**src/rtl/uart_pkg.sv**
```systemverilog
// Shared types and constants for the UART transmitter family.
package uart_pkg;

  typedef enum logic [2:0] {
    IDLE   = 3'd0,
    START  = 3'd1,
    DATA   = 3'd2,
    PARITY = 3'd3,
    STOP   = 3'd4
  } uart_state_e;

  localparam int SYS_CLK_HZ           = 50_000_000;
  localparam int BAUD_RATE            = 115_200;
  localparam int DEFAULT_CLKS_PER_BIT = SYS_CLK_HZ / BAUD_RATE;

  localparam int PARITY_EVEN      = 0;
  localparam int PARITY_SENSE_ODD = 1;

endpackage

```
**src/rtl/uart_baud_gen.sv**
```systemverilog
// Bit-rate divider: counts 0..CLKS_PER_BIT-1 and flags the last clock of each bit.
module uart_baud_gen #(
  parameter int CLKS_PER_BIT = 434
) (
  input  logic                            i_clk,
  input  logic                            i_rst_n,
  input  logic                            i_restart,
  output logic [$clog2(CLKS_PER_BIT)-1:0] o_count,
  output logic                            o_bit_tick
);

  localparam int               CNT_W = $clog2(CLKS_PER_BIT);
  localparam logic [CNT_W-1:0] LAST  = CNT_W'(CLKS_PER_BIT - 1);

  logic [CNT_W-1:0] r_cnt;

  // Free-running bit counter, forced to zero while restart is held.
  always_ff @(posedge i_clk or negedge i_rst_n) begin
    if (!i_rst_n) begin
      r_cnt <= {CNT_W{1'b0}};
    end else if (i_restart || (r_cnt == LAST)) begin
      r_cnt <= {CNT_W{1'b0}};
    end else begin
      r_cnt <= r_cnt + CNT_W'(1);
    end
  end

  assign o_count    = r_cnt;
  assign o_bit_tick = (r_cnt == LAST);

endmodule

```
**src/rtl/uart_tx_param.sv**
```systemverilog
// Parametrised UART transmitter with valid/ready input and registered serial output.
// Define UART_TX_PARITY_EN to insert a parity bit between data and stop bits.
module uart_tx_param
  import uart_pkg::*;
#(
  parameter int DATA_BITS    = 8,
  parameter int CLKS_PER_BIT = DEFAULT_CLKS_PER_BIT,
  parameter int STOP_BITS    = 1,
  parameter int PARITY_ODD   = PARITY_EVEN
) (
  input  logic                 tick,
  input  logic                 rst,
  input  logic [DATA_BITS-1:0] data,
  input  logic                 valid,
  output logic                 ready,
  output logic                 TxD,
  output logic                 busy,
  output logic                 done
);

  localparam int CNT_W = $clog2(CLKS_PER_BIT);
  localparam int BIT_W = $clog2(DATA_BITS + 1);

  localparam logic [CNT_W-1:0] PRE_LAST  = CNT_W'(CLKS_PER_BIT - 2);
  localparam logic [BIT_W-1:0] LAST_DATA = BIT_W'(DATA_BITS - 1);
  localparam logic [BIT_W-1:0] LAST_STOP = BIT_W'(STOP_BITS - 1);

  generate
    if ((DATA_BITS < 5) || (DATA_BITS > 9) ||
        (STOP_BITS < 1) || (STOP_BITS > 2) ||
        (CLKS_PER_BIT < 2) || (CLKS_PER_BIT > 65535) ||
        ((PARITY_ODD != PARITY_EVEN) && (PARITY_ODD != PARITY_SENSE_ODD))) begin : g_bad_params
      $error("uart_tx_param: illegal parameter combination");
    end
  endgenerate

  uart_state_e          r_state;
  logic [DATA_BITS-1:0] r_shift;
  logic [BIT_W-1:0]     r_bit_cnt;
  logic                 r_txd;
  logic                 r_ready;
  logic                 r_busy;
  logic                 r_done;

  logic [CNT_W-1:0] w_count;
  logic             w_bit_tick;
  logic             w_accept;
  logic             w_last_stop;
  logic             w_pre_tick;

`ifdef UART_TX_PARITY_EN
  logic r_parity;

  function automatic logic f_parity(input logic [DATA_BITS-1:0] d);
    return (^d) ^ (PARITY_ODD == PARITY_SENSE_ODD);
  endfunction
`endif

  assign w_accept    = valid & r_ready;
  assign w_last_stop = (r_bit_cnt == LAST_STOP);
  assign w_pre_tick  = (w_count == PRE_LAST);

  // Every non-idle state entry coincides with a counter wrap, so only IDLE needs the hold.
  uart_baud_gen #(
    .CLKS_PER_BIT (CLKS_PER_BIT)
  ) u_baud (
    .i_clk      (tick),
    .i_rst_n    (rst),
    .i_restart  (r_state == IDLE),
    .o_count    (w_count),
    .o_bit_tick (w_bit_tick)
  );

  // Frame sequencer, shift register and all registered outputs.
  always_ff @(posedge tick or negedge rst) begin
    if (!rst) begin
      r_state   <= IDLE;
      r_shift   <= {DATA_BITS{1'b0}};
      r_bit_cnt <= {BIT_W{1'b0}};
      r_txd     <= 1'b1;
      r_ready   <= 1'b1;
      r_busy    <= 1'b0;
      r_done    <= 1'b0;
`ifdef UART_TX_PARITY_EN
      r_parity  <= 1'b0;
`endif
    end else begin
      r_done <= 1'b0;
      case (r_state)
        IDLE: begin
          if (w_accept) begin
            r_state   <= START;
            r_shift   <= data;
            r_bit_cnt <= {BIT_W{1'b0}};
            r_txd     <= 1'b0;
            r_ready   <= 1'b0;
            r_busy    <= 1'b1;
`ifdef UART_TX_PARITY_EN
            r_parity  <= f_parity(data);
`endif
          end else begin
            r_txd   <= 1'b1;
            r_ready <= 1'b1;
            r_busy  <= 1'b0;
          end
        end
        START: begin
          if (w_bit_tick) begin
            r_state   <= DATA;
            r_bit_cnt <= {BIT_W{1'b0}};
            r_txd     <= r_shift[0];
          end
        end
        DATA: begin
          if (w_bit_tick) begin
            if (r_bit_cnt == LAST_DATA) begin
              r_bit_cnt <= {BIT_W{1'b0}};
`ifdef UART_TX_PARITY_EN
              r_state   <= PARITY;
              r_txd     <= r_parity;
`else
              r_state   <= STOP;
              r_txd     <= 1'b1;
`endif
            end else begin
              r_bit_cnt <= r_bit_cnt + BIT_W'(1);
              r_shift   <= {1'b0, r_shift[DATA_BITS-1:1]};
              r_txd     <= r_shift[1];
            end
          end
        end
`ifdef UART_TX_PARITY_EN
        PARITY: begin
          if (w_bit_tick) begin
            r_state   <= STOP;
            r_bit_cnt <= {BIT_W{1'b0}};
            r_txd     <= 1'b1;
          end
        end
`endif
        STOP: begin
          // done/ready are raised one clock early so they sit on the final stop clock.
          if (w_last_stop && w_pre_tick) begin
            r_done  <= 1'b1;
            r_ready <= 1'b1;
          end
          if (w_bit_tick) begin
            if (!w_last_stop) begin
              r_bit_cnt <= r_bit_cnt + BIT_W'(1);
            end else if (w_accept) begin
              r_state   <= START;
              r_shift   <= data;
              r_bit_cnt <= {BIT_W{1'b0}};
              r_txd     <= 1'b0;
              r_ready   <= 1'b0;
              r_busy    <= 1'b1;
`ifdef UART_TX_PARITY_EN
              r_parity  <= f_parity(data);
`endif
            end else begin
              r_state   <= IDLE;
              r_bit_cnt <= {BIT_W{1'b0}};
              r_txd     <= 1'b1;
              r_ready   <= 1'b1;
              r_busy    <= 1'b0;
            end
          end
        end
        default: begin
          r_state   <= IDLE;
          r_bit_cnt <= {BIT_W{1'b0}};
          r_txd     <= 1'b1;
          r_ready   <= 1'b1;
          r_busy    <= 1'b0;
        end
      endcase
    end
  end

  assign ready = r_ready;
  assign TxD   = r_txd;
  assign busy  = r_busy;
  assign done  = r_done;

endmodule

```
**config.mk**
```make
export PLATFORM = sky130hd
export DESIGN_NAME = uart_tx_param
export DESIGN_NICKNAME = d
export VERILOG_FILES = /design/src/rtl/uart_pkg.sv /design/src/rtl/uart_baud_gen.sv /design/src/rtl/uart_tx_param.sv
export SDC_FILE = /design/constraint.sdc
export NUM_CORES = 1
export LEC_CHECK = 0
export ABC_CLOCK_PERIOD_IN_PS = 3100
export CAP_MARGIN = 25
export CORE_ASPECT_RATIO = 1.5
export CORE_MARGIN = 2
export CORE_UTILIZATION = 35
export DETAILED_ROUTE_END_ITERATION = 10
export PLACE_DENSITY = 0.53
export SLEW_MARGIN = 30
export SYNTH_ARGS = -nofsm -noshare
export SYNTH_HDL_FRONTEND = slang
export SYNTH_SLANG_ARGS = --single-unit
export TNS_END_PERCENT = 50
```
**constraint.sdc**
```tcl
create_clock -name tick -period 3.1 [get_ports tick]
set_input_delay 0.465 -clock tick [delete_from_list [all_inputs] [get_ports tick]]
set_output_delay 0.465 -clock tick [all_outputs]
set_load 0.02 [all_outputs]
```
==> results.toml <==
[sta]
finalMaxSlewViolations = 0
final_hold_viol_count = 0
rsz0062_at_grt = "false"
maxSlewHeadroom_pct = 61.98
fin_crit_ns = 2.287
fin_tns_setup_ns = 0
fmax_ghz = 0.4373
worst_pin_slew_ns = 0.5703
fin_crit_sh_pct = 73.76
setup_violations = 0
hold_ws_ns = 0.4895
clock_skew_ns = 0.004869

[clock_tree]
clockBufferDepth = 2
insertion_delay_ns = 0.28
cts_buffers = 3
clkTransAtPathRegs_ns = 0.10
cts_sinks = 28
cts_resized = 0
post_cts_buffers = 0
cts_tree = "done"
htree_levels = 1
hold_buffers = 0
cts_root_buf = "clkbuf_8"

[synth]
ys_ff_latch = 28
netlist_area_mm2 = 0.001587
syn_nets = 186
avgSynthCellArea_um2 = 9.332
synth_area_leader_cell = "dfrtp_1"
synth.top_cell.area_share_pct = 41.01
synthArstFlopShare_pct = 100.0
synthTopCellsByArea = "dfrtp_1, nand2_1, nor2_1, mux2i_1, o21ai_0"
ys_warn_count = 0
yosysSeqAreaShare_pct = 44.32
syn_inst = 170
synth_ff_type = "dfrtp_1"
ys_types = 46
synth-edff-count = 0

[worst_setup_path]
cp.required_ns = 3.31
worstSetupPathType = "register to register"
cp.arrival_ns = 2.50
crit_fanout = 9
endpoint_kind = "register"
start_kind = "register"

[detailed_routing]
antenna_left = 0
vias = 1232
wirelength_um = 3126
wl_per_cell_um = 13.42
vias_per_cell = 5.288
drtIter0Drc = 30
post-route-drc-count = 0
dr.pass1.iters = 4

[finish]
n_fill_cell = 445
layout-drive-gt1-share_pct = 10.27
syn_to_final_growth_pct = 16.01
final_util_pct = 41.55
postLayoutCellArea_mm2 = 0.001841
diodes = 0
nNetsFinal = 202

[power]
p_total_uw = 687.7
switchingPower_uw = 134.4
pwr-share-seq_pct = 53.1
peakVddDrop_mv = 0.2328
power_per_cell_area_mw_per_mm2 = 373.6
p_clk_share_pct = 42.9
p_comb_share_pct = 4.0
p_int_uw = 553.3
power.leakage_nw = 0.7702
p_sw_share_pct = 19.54

[worst_hold_path]
worst_hold_path_type = "register to register"

[place]
placed_cell_area_mm2 = 0.001763
dp_hpwl_um = 2372
routabilityCongestion = 0.7427
portBuffers = 14

[grt]
grt_use_total_pct = 14.40
grt_pass1_wl_um = 5630
grt_pass1_vias = 1243
overflow = 0
grt_max_degree = 29
antenna_found_initial = 0

[floorplan]
die_x_um = 58.97
die-area_mm2 = 0.005099
start_util_pct = 35.82
io_pins = 15
die_y_um = 86.46
core_mm2 = 0.004429
rows = 30

[outcome]
status = "finished, final reports clean"

[job]
cap_violations = 0
-- flip-flops by register name, summed over array words and instances, names as in the netlist --
register,flops
u_baud.o_count,9
r_shift,8
r_bit_cnt,4
r_state,3
TxD,1
busy,1
done,1
ready,1
-- power by group through the flow --
| stage | sequential (mW) | clock [mW] | combinational (mW) |
|---|---|---|---|
| finish | 0.365 | 0.295 | 0.0273 |
| global placement | 0.372 | 0 | 0.0279 |
| floorplan | 0.372 | 0 | 0.00599 |
| detailed placement | 0.372 | 0 | 0.0281 |
| CTS | 0.365 | 0.304 | 0.0282 |
| global route | 0.365 | 0.317 | 0.0309 |
-- kinds of logic (layout without fill, tap and decap cells) --
group	Yosys count	in the layout	share of synthesized area (%)
adders and majority gates	5	5	3.943
DFF	28	28	44.32
xor gates and xnor gates	7	7	3.864
muxes	8	8	5.126
and+or+nand+nor	72	72	22.79
AOI/OAI and AO/OA	36	36	15.14
buffers and inverters	14	29	4.811
-- final timing paths --
kind                                    from           end  slack, ns  cells after the start
setup / recovery           u_baud.o_count[2]  r_bit_cnt[3]       0.81                      5
hold / removal                    r_shift[5]    r_shift[5]       0.49                      2
setup reg to reg           u_baud.o_count[2]  r_bit_cnt[3]       0.81                      5
hold reg to reg                   r_shift[5]    r_shift[5]       0.49                      2
max in group asynchronous                rst         ready       2.25                      2
min in group asynchronous                rst    r_shift[2]       0.54                      2
-- layout by cell type (no fill, tap or decap), drive strengths merged, types with 2 or more instances in the layout --
cell type / n
xor2: 5
a211oi: 3
clkbuf: 3
a21oi: 6
ha: 5
clkdlybuf4s50: 14
dfrtp: 26
o21ai: 14
inv: 8
o22a: 2
o22ai: 2
mux2i: 7
xnor2: 2
nor3b: 4
nor2b: 2
or3: 3
nand2: 24
dfstp: 2
nand3: 5
nor2: 19
buf: 3
nor3: 6
-- cell type report --
cell class                      count  area, um^2  share of cell area, %
Timing Repair Buffer               17       162.7                  8.838
Tap cell                           48       60.06                  3.263
Clock inverter                      1       30.03                  1.632
Multi-Input combinational cell    128       813.3                  44.19
Sequential cell                    28       703.2                  38.21
Clock buffer                        3       41.29                  2.243
Inverter                            8       30.03                  1.632
-- synth_stat cells, types with 2 or more instances --
cell,n
nor3b_1,4
a211oi_1,3
nor2_1,19
nand2_1,24
or3_1,2
o22a_1,2
dfstp_2,2
xor2_1,5
o21ai_0,14
buf_2,2
a21oi_1,6
inv_1,8
xnor2_1,2
nor2b_1,2
nor3_1,5
nand3_1,5
dfrtp_1,26
mux2i_1,7
ha_1,5
-- critical path, stage by stage, from the launching register on --
cell     delay [ns]
dfrtp_1        0.44
or4b_4         0.56
nor3_4         0.44
o22ai_4        0.18
or4_1          0.52
o21ai_0        0.08
-- stage by stage --
| stage | instances | worst slack [ns] |
|---|---|---|
| final | 233 | 0.8134 |
| after global routing | 233 | 0.6539 |
| after CTS | 233 | 0.6955 |
| after detailed placement | 229 | 0.7078 |
| after global placement | 229 | 0.7526 |
| after floorplan | 170 | 1.021 |
-- per-layer routing --
metal	wire [um]	global-route usage [%]	vias to the layer above
li1	-	-	616
met3	86	2.388	5
met4	60	5.579	0
met5	0	0	-
met1	1306	16.37	591
met2	1673	26.06	20
Power figures use the tool's default switching activity.
